[src/rtl/route_planner_seq_pkg.sv]
// Shared types and constants for the route planner.
// Contents: port direction encoding, routing algorithm select, planner
// FSM states, per-input-port output bit indices, and a helper that
// folds a five-direction set into the 4-bit vector of one input port.
package route_planner_seq_pkg;

    localparam int unsigned ADDR_FIELD = 3;

    typedef enum logic [2:0] {
        PE    = 3'd0,
        X_POS = 3'd1,
        Y_POS = 3'd2,
        X_NEG = 3'd3,
        Y_NEG = 3'd4
    } port_dir_e;

    typedef enum logic [1:0] {
        ALGO_XY = 2'd0,
        ALGO_YX = 2'd1,
        ALGO_WF = 2'd2
    } algo_e;

    typedef enum logic [1:0] {
        RP_IDLE,
        RP_CALC,
        RP_HOLD
    } rp_state_e;

    // Output bit indices: the four directions other than the input port,
    // in ascending direction order.
    localparam int unsigned PE_XPOS   = 0, PE_YPOS   = 1, PE_XNEG   = 2, PE_YNEG   = 3;
    localparam int unsigned XPOS_PE   = 0, XPOS_YPOS = 1, XPOS_XNEG = 2, XPOS_YNEG = 3;
    localparam int unsigned YPOS_PE   = 0, YPOS_XPOS = 1, YPOS_XNEG = 2, YPOS_YNEG = 3;
    localparam int unsigned XNEG_PE   = 0, XNEG_XPOS = 1, XNEG_YPOS = 2, XNEG_YNEG = 3;
    localparam int unsigned YNEG_PE   = 0, YNEG_XPOS = 1, YNEG_YPOS = 2, YNEG_XNEG = 3;

    // Drops the input port's own direction (U-turn, or PE for the PE
    // port) and packs the remaining four directions into bits 0..3.
    function automatic logic [3:0] map_dirs(input port_dir_e port, input logic [4:0] dirs);
        logic [3:0] v;
        logic [2:0] k;
        v = '0;
        k = '0;
        for (int unsigned j = 0; j < 5; j++) begin
            if (j != 32'(port)) begin
                v[k[1:0]] = dirs[j];
                k = k + 3'd1;
            end
        end
        return v;
    endfunction

endpackage

[src/rtl/route_planner_seq_route_compute_comb.sv]
// Combinational route computation from a registered destination.
// Ports:
//   x_field, y_field : registered destination coordinates
//   channels         : productive output vector for PORT_DIR (4 bits)
//   illegal          : destination outside the mesh
import route_planner_seq_pkg::*;

module route_compute_comb #(
    parameter port_dir_e   PORT_DIR = X_POS,
    parameter int unsigned X_LOCAL  = 2,
    parameter int unsigned Y_LOCAL  = 2,
    parameter int unsigned ADDR_W   = ADDR_FIELD,
    parameter int unsigned X_MAX    = 3,
    parameter int unsigned Y_MAX    = 3,
    parameter algo_e       ALGO     = ALGO_XY
) (
    input  logic [ADDR_W-1:0] x_field,
    input  logic [ADDR_W-1:0] y_field,
    output logic [3:0]        channels,
    output logic              illegal
);

    logic [31:0] xw, yw;
    logic        xe, xp, xn, ye, yp, yn;
    logic [4:0]  dirs;

    // Zero-extend so comparisons against the 32-bit parameters are unsigned
    // over the full field width.
    assign xw = 32'(x_field);
    assign yw = 32'(y_field);

    assign xe = (xw == X_LOCAL);
    assign xp = (xw >  X_LOCAL);
    assign xn = (xw <  X_LOCAL);
    assign ye = (yw == Y_LOCAL);
    assign yp = (yw >  Y_LOCAL);
    assign yn = (yw <  Y_LOCAL);

    assign illegal = (xw > X_MAX) || (yw > Y_MAX);

    always_comb begin
        dirs = '0;
        if (xe && ye) begin
            dirs[PE] = 1'b1;
        end else begin
            case (ALGO)
                ALGO_XY: begin
                    if (xp)      dirs[X_POS] = 1'b1;
                    else if (xn) dirs[X_NEG] = 1'b1;
                    else if (yp) dirs[Y_POS] = 1'b1;
                    else if (yn) dirs[Y_NEG] = 1'b1;
                end
                ALGO_YX: begin
                    if (yp)      dirs[Y_POS] = 1'b1;
                    else if (yn) dirs[Y_NEG] = 1'b1;
                    else if (xp) dirs[X_POS] = 1'b1;
                    else if (xn) dirs[X_NEG] = 1'b1;
                end
                default: begin
                    // West-first: any westward hop must be taken first.
                    if (xn) begin
                        dirs[X_NEG] = 1'b1;
                    end else begin
                        dirs[X_POS] = xp;
                        dirs[Y_POS] = yp;
                        dirs[Y_NEG] = yn;
                    end
                end
            endcase
        end
    end

    assign channels = map_dirs(PORT_DIR, dirs);

endmodule

[src/rtl/route_planner_seq.sv]
// Registered, packet-holding route planner for one mesh router input port.
// Ports:
//   clk, reset           : clock, asynchronous active-low reset
//   header_valid_din     : header present on x/y fields
//   header_ready_dout    : planner idle, can accept a header
//   x_field_din/y_field_din : destination coordinates
//   route_release_din    : packet forwarded, free the route
//   valid_channels_dout  : productive output channel vector
//   route_valid_dout     : vector holds a live route
//   route_error_dout     : one-cycle pulse on illegal/empty route
import route_planner_seq_pkg::*;

module route_planner_seq #(
    parameter port_dir_e   PORT_DIR = X_POS,
    parameter int unsigned X_LOCAL  = 2,
    parameter int unsigned Y_LOCAL  = 2,
    parameter int unsigned ADDR_W   = ADDR_FIELD,
    parameter int unsigned X_MAX    = 3,
    parameter int unsigned Y_MAX    = 3,
    parameter algo_e       ALGO     = ALGO_XY
) (
    input  logic              clk,
    input  logic              reset,
    input  logic              header_valid_din,
    output logic              header_ready_dout,
    input  logic [ADDR_W-1:0] x_field_din,
    input  logic [ADDR_W-1:0] y_field_din,
    input  logic              route_release_din,
    output logic [3:0]        valid_channels_dout,
    output logic              route_valid_dout,
    output logic              route_error_dout
);

    rp_state_e         state, state_next;
    logic [ADDR_W-1:0] x_q, y_q;
    logic [3:0]        comp_ch, chan_next;
    logic              comp_illegal, valid_next, err_next;

    route_compute_comb #(
        .PORT_DIR (PORT_DIR),
        .X_LOCAL  (X_LOCAL),
        .Y_LOCAL  (Y_LOCAL),
        .ADDR_W   (ADDR_W),
        .X_MAX    (X_MAX),
        .Y_MAX    (Y_MAX),
        .ALGO     (ALGO)
    ) u_compute (
        .x_field  (x_q),
        .y_field  (y_q),
        .channels (comp_ch),
        .illegal  (comp_illegal)
    );

    assign header_ready_dout = (state == RP_IDLE);

    always_ff @(posedge clk or negedge reset) begin
        if (!reset) begin
            state               <= RP_IDLE;
            x_q                 <= '0;
            y_q                 <= '0;
            valid_channels_dout <= '0;
            route_valid_dout    <= 1'b0;
            route_error_dout    <= 1'b0;
        end else begin
            state               <= state_next;
            valid_channels_dout <= chan_next;
            route_valid_dout    <= valid_next;
            route_error_dout    <= err_next;
            if (state == RP_IDLE && header_valid_din) begin
                x_q <= x_field_din;
                y_q <= y_field_din;
            end
        end
    end

    always_comb begin
        state_next = state;
        chan_next  = valid_channels_dout;
        valid_next = route_valid_dout;
        err_next   = 1'b0;
        case (state)
            RP_IDLE: begin
                if (header_valid_din) state_next = RP_CALC;
            end
            RP_CALC: begin
                if (!comp_illegal && (comp_ch != '0)) begin
                    state_next = RP_HOLD;
                    chan_next  = comp_ch;
                    valid_next = 1'b1;
                end else begin
                    state_next = RP_IDLE;
                    chan_next  = '0;
                    valid_next = 1'b0;
                    err_next   = 1'b1;
                end
            end
            RP_HOLD: begin
                if (route_release_din) begin
                    state_next = RP_IDLE;
                    chan_next  = '0;
                    valid_next = 1'b0;
                end
            end
            default: begin
                state_next = RP_IDLE;
            end
        endcase
    end

endmodule

[config.mk]
export PLATFORM = sky130hd
export DESIGN_NAME = route_planner_seq
export DESIGN_NICKNAME = d
export VERILOG_FILES = /design/src/rtl/route_planner_seq_pkg.sv /design/src/rtl/route_planner_seq_route_compute_comb.sv /design/src/rtl/route_planner_seq.sv
export SDC_FILE = /design/constraint.sdc
export NUM_CORES = 1
export LEC_CHECK = 0
export CORE_UTILIZATION = 44
export CTS_CLUSTER_SIZE = 40
export DETAILED_ROUTE_END_ITERATION = 10
export GPL_TIMING_DRIVEN = 0
export PLACE_DENSITY = 0.78
export SYNTH_ARGS = -nofsm -noshare
export SYNTH_HDL_FRONTEND = slang
export SYNTH_SLANG_ARGS = --single-unit
[constraint.sdc]
create_clock -name clk -period 1.4 [get_ports clk]
set_input_delay 0.42 -clock clk [delete_from_list [all_inputs] [get_ports clk]]
set_output_delay 0.42 -clock clk [all_outputs]
set_load 0.03 [all_outputs]
; Word-level counts from Yosys, hierarchy flattened
; Cells that the tools add are included.
; W data, S select, Z words.
[op_classes]
order_cmp = 6
n_eq_ne = 6
muxes = 22
reduce_logical = 10
[ops]
columns = operator, count
row1 = $gt A3 B2 Y1 const B, 4
row2 = $mux W1, 12
row3 = $mux W4, 3
row4 = $pmux W4 S2, 1
row5 = $eq A3 B2 Y1 const B, 2
row6 = $lt A3 B2 Y1 const B, 2
row7 = $mux W2, 3
row8 = $pmux W2 S3, 1
row9 = $ne A2 B2 Y1 const B, 2
row10 = $reduce_and A2 Y1, 2
row11 = $reduce_bool A4 Y1, 1
row12 = $logic_and A1 B1 Y1, 3
row13 = $mux W3, 1
row14 = $eq A2 B1 Y1 const B, 1
row15 = $eq A2 B2 Y1 const B, 1
row16 = $logic_not A2 Y1, 1
row17 = $pmux W1 S2, 1
row18 = $reduce_bool A2 Y1, 1
row19 = $logic_not A1 Y1, 1
row20 = $logic_or A1 B1 Y1, 1
[totals]
ff_bits = 14
wordCells = 50

; Depth between registers and ports, before layout
; Gate-level depths: netlist of the first run.
[logic_depth]
word_depth = 10
ltp_mapped = 4

; By module
; Synthesis of the first run repeated with hierarchy kept, for this count alone.
[hier_totals]
hier_cells = 56
area_unflattened_um2 = 666.9
[modules_own_cells]
columns = mod, instances, cells_per_inst, area_each_um2
row1 = route_planner_seq, 1, 49, 616.8
row2 = route_compute_comb, 1, 7, 50.0

; Worst setup path after synthesis of the first run
; Ideal clock, no wire load.
[synth_timing]
kind = register to register
start = reg state[1]
end = reg x_q[0]
arrival_time_ps = 1367
required_ps = 1275
slack_ps = -92
stages_incl_launch_ff = 5
n_path_buf = 1
period_less_slack_ps = 1492
cell_sequence = dfrtp_1 > nor2_2 > and2_4 > buf_6 > mux2_4
[synth_between]
elab_chain_len = 2
[synth_rtl]
columns = element, line
row1 = "start, declared", route_planner_seq.sv:34  ; rp_state_e state, state_next;
row2 = "start signal, assigned", route_planner_seq.sv:65  ; state <= state_next;
row3 = $logic_not A2 Y1, --
row4 = via header_ready_dout, route_planner_seq.sv:25  ; output logic header_ready_dout,
row5 = $logic_and A1 B1 Y1, route_planner_seq.sv:69  ; if (state == RP_IDLE && header_valid_din) begin
row6 = "end signal, assigned", route_planner_seq.sv:70  ; x_q <= x_field_din;
row7 = "end, declared", route_planner_seq.sv:35  ; logic [ADDR_W-1:0] x_q, y_q;
; The timed path passes the listed nets, and every way through them passes these cells.
; A chain may end at the register's enable or synchronous reset.

; Worst setup path after layout of the first run
[layout_timing]
start = reg state[0]
end = out header_ready_dout
[layout_between]
elab_chain_len = 1
[layout_rtl]
columns = element, line
row1 = $logic_not A2 Y1, route_planner_seq.sv:54  ; assign header_ready_dout = (state == RP_IDLE);
row2 = "end, declared", route_planner_seq.sv:25
; No other way between the ends.

==> impl_metrics.env, run 1 <==
export IMPL_status="complete, no violations"
export IMPL_synth_top_area_frac=0.568
export IMPL_critPathKind="reg -> out"
export IMPL_firstDrtPassIters=4
export IMPL_cts_buffers=3
export IMPL_synthesis_area_um2=617
export IMPL_cts_root_buf="clkbuf_4"
export IMPL_wl_per_cell_um=13.5
export IMPL_ios=17
export IMPL_fp_row_count=13
export IMPL_fmax_ghz=0.722
export IMPL_antennaDiodeCount=0
export IMPL_gp_congestion=0.719
export IMPL_place_area_um2=801
export IMPL_grt_max_degree=15
export IMPL_drive_gt1_frac=0.382
export IMPL_postRouteAntennaNets=0
export IMPL_synth_edff_count=0
export IMPL_p_switching_uw=522
export IMPL_cts_sinks=14
export IMPL_power_leakage_uw=0.000379
export IMPL_dpl_hpwl_um=797
export IMPL_gr_usage_all_layers=0.201
export IMPL_internal_power_uw=929
export IMPL_netlist_top_cells_area="dfrtp_1 57%, mux2_4 15%, o2bb2ai_1 4.3%"
export IMPL_multi_input_area_um2=256
export IMPL_yosysUniqueCellTypes=20
export IMPL_via_per_inst=5.31
export IMPL_power_frac_comb=0.403
export IMPL_nets=80
export IMPL_r2r_slack_ns=0.13
export IMPL_worstSkewPairLatency_ns=0.28
export IMPL_die_h_um=39.4
export IMPL_grt_ovfl_total=0
export IMPL_initial_core_util=0.474
export IMPL_hold_viol=0
export IMPL_dp_cells=78
export IMPL_drtIter0Drc=6
export IMPL_finalCritPeriodShare=0.989
export IMPL_ys_warn_count=0
export IMPL_finalHoldWorstSlack_ns=0.489
export IMPL_ys_top_cells_by_count="14 x dfrtp_1, 6 x mux2_4, 4 x nor2_1"
export IMPL_worstSetupStartpointType="register"
export IMPL_seq_power_share=0.439
export IMPL_min_period_ns=1.38
export IMPL_fin_setup_tns_ns=0
export IMPL_stdcell_count=83
export IMPL_skew_ns=0.00466
export IMPL_port_buffers=16
export IMPL_finalSetupViolCount=0
export IMPL_antenna_found_initial=0
export IMPL_final_area_um2=825
export IMPL_end_kind="output pin"
export IMPL_max_slew_margin_rel=0.610
export IMPL_post_route_drc_count=0
export IMPL_synth_top_cell_by_area="dfrtp_1"
export IMPL_ys_seq_area_frac=0.568
export IMPL_coreArea_um2=1300
export IMPL_p_per_area_nw_per_um2=1760
export IMPL_die_area_um2=1560
export IMPL_dieWidth_um=39.4
export IMPL_cts_tree="done"
export IMPL_cts_max_level=1
export IMPL_area_growth_pct=33.7
export IMPL_rsz0062_at_grt="yes"
export IMPL_clockPowerShare=0.158
export IMPL_synth_net_count=57
export IMPL_arrival_ns=0.96
export IMPL_grt_pass1_wl_mm=1.90
export IMPL_max_vdd_ir_drop_mv=0.959
export IMPL_switching_share=0.360
export IMPL_first_global_vias=415
export IMPL_hold_class="reg -> reg"
export IMPL_ys_seq_elements=14
export IMPL_regArea_um2=353
export IMPL_cts_path_max_buffers=2
export IMPL_maxCapViolCount=0
export IMPL_cp_required_ns=0.98
export IMPL_netlist_instances=47
export IMPL_synthFlopType="dfrtp_1"
export IMPL_postSynthAreaPerCell_um2=13.1
export IMPL_worstMarginPinSlew_ns=0.582
export IMPL_clk_pin_slew_ns=0.08
export IMPL_wl_mm=1.12
export IMPL_slew_violations=0
export IMPL_yosysMostFrequentCell="dfrtp_1"
export IMPL_synth_async_reset_ratio=1.00
export IMPL_crit_path_max_fanout=2
export IMPL_route_vias_total=441
export IMPL_fillCellCount=105
## sequential cells by signal, indices dropped and copies added (netlist names)
signal and flops:
y_q 3, route_error_dout 1, state 2, x_q 3
route_valid_dout 1, valid_channels_dout 4
## timing repair
| action | CTS | global route |
|---|---|---|
| endpoints found under the hold margin | 0 | 0 |
| setup buffers | 1 | 1 |
| resized for setup | 27 | 8 |
| endpoints found under the setup margin | 7 | 5 |
| pin swaps | 0 | 1 |
| hold buffers | 0 | 0 |
## placed cells by master, fill, tap and decap left out, drive strengths merged
cell           instances
dfrtp                 14
clkdlybuf4s50          9
buf                    8
mux2                   6
nor2                   5
nand2                  3
o2bb2ai                3
clkbuf                 3
a211oi                 2
a21oi                  2
clkdlybuf4s15          2
and2b                  2
or2b                   1
and2                   1
and4bb                 1
nand2b                 1
a22o                   1
nor3                   1
o22ai                  1
nand3                  1
inv                    1
## per-stage QoR
step	total power (uW)	setup WS (ns)	util
6_report	1450	0.0154	0.634
5_1_grt	1550	-0.0270	0.634
4_1_cts	1470	-0.0232	0.647
3_5_place_dp	1240	-0.289	0.615
3_3_place_gp	1230	-0.285	0.615
2_1_floorplan	1030	0.0140	-
## layer usage
| layer | global-route usage | part of all wire | vias up |
|---|---|---|---|
| met5 | 0 | 0 | - |
| met3 | 0.0511 | 0.037 | 2 |
| met2 | 0.320 | 0.49 | 12 |
| met4 | 0.129 | 0.020 | 0 |
| li1 | - | - | 209 |
| met1 | 0.238 | 0.45 | 218 |
## final timing paths
kind,from,end,cells past startpoint
max,state[0]$_DFFE_PN0P_,header_ready_dout,2
min,y_q[1]$_DFFE_PN0P_,valid_channels_dout[3]$_DFFE_PN0P_,1
max reg2reg,state[1]$_DFFE_PN0P_,valid_channels_dout[0]$_DFFE_PN0P_,4
min reg2reg,y_q[1]$_DFFE_PN0P_,valid_channels_dout[3]$_DFFE_PN0P_,1
max in group asynchronous,reset,state[1]$_DFFE_PN0P_,1
min in group asynchronous,reset,valid_channels_dout[2]$_DFFE_PN0P_,1
## kinds of logic after synthesis
group	synth area share
buffers and inverters	0.0243
AOI/OAI and AO/OA	0.108
DFF	0.568
and+or+nand+nor	0.154
muxes	0.146
## final cells by class
cell class / instances / share of cell area
multi-input combinational: 31 / 0.311
sequential: 14 / 0.428
buffer: 1 / 0.0137
tap: 15 / 0.0228
inverter: 1 / 0.00455
timing repair buffer: 18 / 0.193
clock buffer: 3 / 0.0273
## power groups by stage
stage	Sequential (uW)	Clock (uW)	Combinational, uW
after global routing	660	254	639
after CTS	647	228	597
final	637	229	584
after floorplan	729	0	303
after detailed placement	662	0	582
after global placement	655	0	571
## critical path: stages (launching register included)
cell and delay, ns:
dfrtp_2 0.43, nor2_4 0.12, buf_6 0.13
No activity file was read; power rests on OpenSTA's default activity.
==> run 2: changes to the inputs <==
--- a/config.mk
+++ b/config.mk
@@ -10,6 +10,7 @@
 export DETAILED_ROUTE_END_ITERATION = 10
 export GPL_TIMING_DRIVEN = 0
 export PLACE_DENSITY = 0.78
+export RECOVER_POWER = 50
 export SYNTH_ARGS = -nofsm -noshare
 export SYNTH_HDL_FRONTEND = slang
 export SYNTH_SLANG_ARGS = --single-unit
==> run 2 against run 1 <==
  * Final area is the same
  * Non-clock buffer count did not move
  * Global-route usage is the same
  * Power barely moved
  * Via count did not move
  * Cell count did not move
  * Die area is the same
  * Largest power group unchanged
  * Highest routed layer unchanged
==> impl_metrics.env, run 2 (synthesized netlist as in run 1, its figures left out) <==
export IMPL_finalCritPeriodShare=0.989
export IMPL_max_stage_delay_ns=0.43
export IMPL_finalSetupViolCount=0
export IMPL_grt_max_degree=15
export IMPL_slew_violations=0
export IMPL_cts_sinks=14
export IMPL_worstSetupStartpointType="register"
export IMPL_antenna_found_initial=0
export IMPL_dp_cells=78
export IMPL_crit_path_cell_trace="nor2_4, buf_6"
export IMPL_crit_family="flip-flops"
export IMPL_route_vias_total=441
export IMPL_arrival_ns=0.96
export IMPL_cts_max_level=1
export IMPL_critPathKind="reg -> out"
export IMPL_power_leakage_uw=0.000380
export IMPL_max_vdd_ir_drop_mv=0.957
export IMPL_antennaDiodeCount=0
export IMPL_wl_mm=1.12
export IMPL_die_area_um2=1560
export IMPL_cts_tree="done"
export IMPL_fp_row_count=13
export IMPL_p_per_area_nw_per_um2=1760
export IMPL_grt_pass1_wl_mm=1.90
export IMPL_first_global_vias=415
export IMPL_cts_path_max_buffers=2
export IMPL_drtIter0Drc=6
export IMPL_max_slew_margin_rel=0.607
export IMPL_die_h_um=39.4
export IMPL_wl_per_cell_um=13.5
export IMPL_slowest_stage="dfrtp_2"
export IMPL_dieWidth_um=39.4
export IMPL_cts_buffers=3
export IMPL_ios=17
export IMPL_layout_commonest_cell="dfrtp_1"
export IMPL_ff2ff_path_depth=4
export IMPL_grt_ovfl_total=0
export IMPL_end_kind="output pin"
export IMPL_status="complete, no violations"
export IMPL_layout_common_cells="12 x dfrtp_1, 8 x clkdlybuf4s50_1, 6 x mux2_4, 4 x nor2_1, 4 x buf_2"
export IMPL_postRouteAntennaNets=0
export IMPL_hold_class="reg -> reg"
export IMPL_postLayoutCoreUtil=0.634
export IMPL_worstMarginPinSlew_ns=0.588
export IMPL_dp_slack_ns=-0.289
export IMPL_coreArea_um2=1300
export IMPL_min_period_ns=1.38
export IMPL_gr_usage_all_layers=0.201
export IMPL_fmax_ghz=0.722
export IMPL_largest_reg_flops=4
export IMPL_area_growth_pct=33.7
export IMPL_worst_path_stages=2
export IMPL_crit_path_max_fanout=2
export IMPL_maxCapViolCount=0
export IMPL_clk_pin_slew_ns=0.08
export IMPL_stdcell_count=83
export IMPL_reg_top3="valid_channels_dout: 4 flops, x_q: 3 flops, y_q: 3 flops"
export IMPL_drive_gt1_frac=0.382
export IMPL_worstSkewPairLatency_ns=0.28
export IMPL_fin_ws_ns=0.0154
export IMPL_post_route_drc_count=0
export IMPL_initial_core_util=0.474
export IMPL_cts_root_buf="clkbuf_4"
export IMPL_gp_congestion=0.719
export IMPL_dpl_hpwl_um=797
export IMPL_rsz0062_at_grt="yes"
export IMPL_skew_ns=0.00466
export IMPL_nets=80
export IMPL_hold_viol=0
export IMPL_via_per_inst=5.31
export IMPL_cp_required_ns=0.98
export IMPL_holdPathStages=1
export IMPL_crit_buf_inv=1
export IMPL_largest_register="valid_channels_dout"
export IMPL_firstDrtPassIters=4
export IMPL_port_buffers=16
run 2: cell count changes in the layout (fill, tap and decap cells not counted), sizes merged:
cell,delta
clkdlybuf4s50,-1
dlygate4sd3,+1
run 2: path summary, 6_finish.rpt:
kind	slack [ns]	from	end
min	0.49	y_q[1]$_DFFE_PN0P_	valid_channels_dout[3]$_DFFE_PN0P_
max	0.02	state[0]$_DFFE_PN0P_	header_ready_dout
max in group asynchronous	0.41	reset	state[1]$_DFFE_PN0P_
max reg2reg	0.13	state[1]$_DFFE_PN0P_	valid_channels_dout[0]$_DFFE_PN0P_
min reg2reg	0.49	y_q[1]$_DFFE_PN0P_	valid_channels_dout[3]$_DFFE_PN0P_
min in group asynchronous	0.57	reset	valid_channels_dout[2]$_DFFE_PN0P_
run 2: per-layer routing:
metal  vias up  part of all wire  GRT usage
li1        209                 -          -
met1       218              0.45      0.238
met2        12              0.49      0.320
met3         2             0.037     0.0511
met4         0             0.020      0.129
met5         -                 0          0
run 2: report_power, final:
group / internal (uW) / switching (uW) / total, uW
Sequential: 532 / 105 / 637
Clock: 99.8 / 129 / 229
Combinational: 297 / 287 / 584
Total: 929 / 522 / 1450
run 2: layout make-up:
class                   count  area [um2]
fillers                   105         477
repair buffers             18         159
plain buffers               1        11.3
flip-flops and latches     14         353
inverters                   1        3.75
multi-input cells          31         256
clock buffers               3        22.5
well taps                  15        18.8
run 2: per-stage QoR:
step           power (uW)  area [um2]  setup TNS, ns  hold WS, ns
2_1_floorplan        1030         622              0        0.124
3_3_place_gp         1230         801          -1.69        0.462
3_5_place_dp         1240         801          -1.85        0.476
4_1_cts              1470         842        -0.0232        0.490
5_1_grt              1550         825        -0.0270        0.510
6_report             1450         825              0        0.489
run 2: repair_timing:
| item | in CTS | in global routing |
|---|---|---|
| pin swaps | 0 | 1 |
| setup endpoints to repair | 7 | 5 |
| buffers inserted | 1 | 1 |
| hold buffers | 0 | 0 |
| gates resized for setup | 27 | 8 |
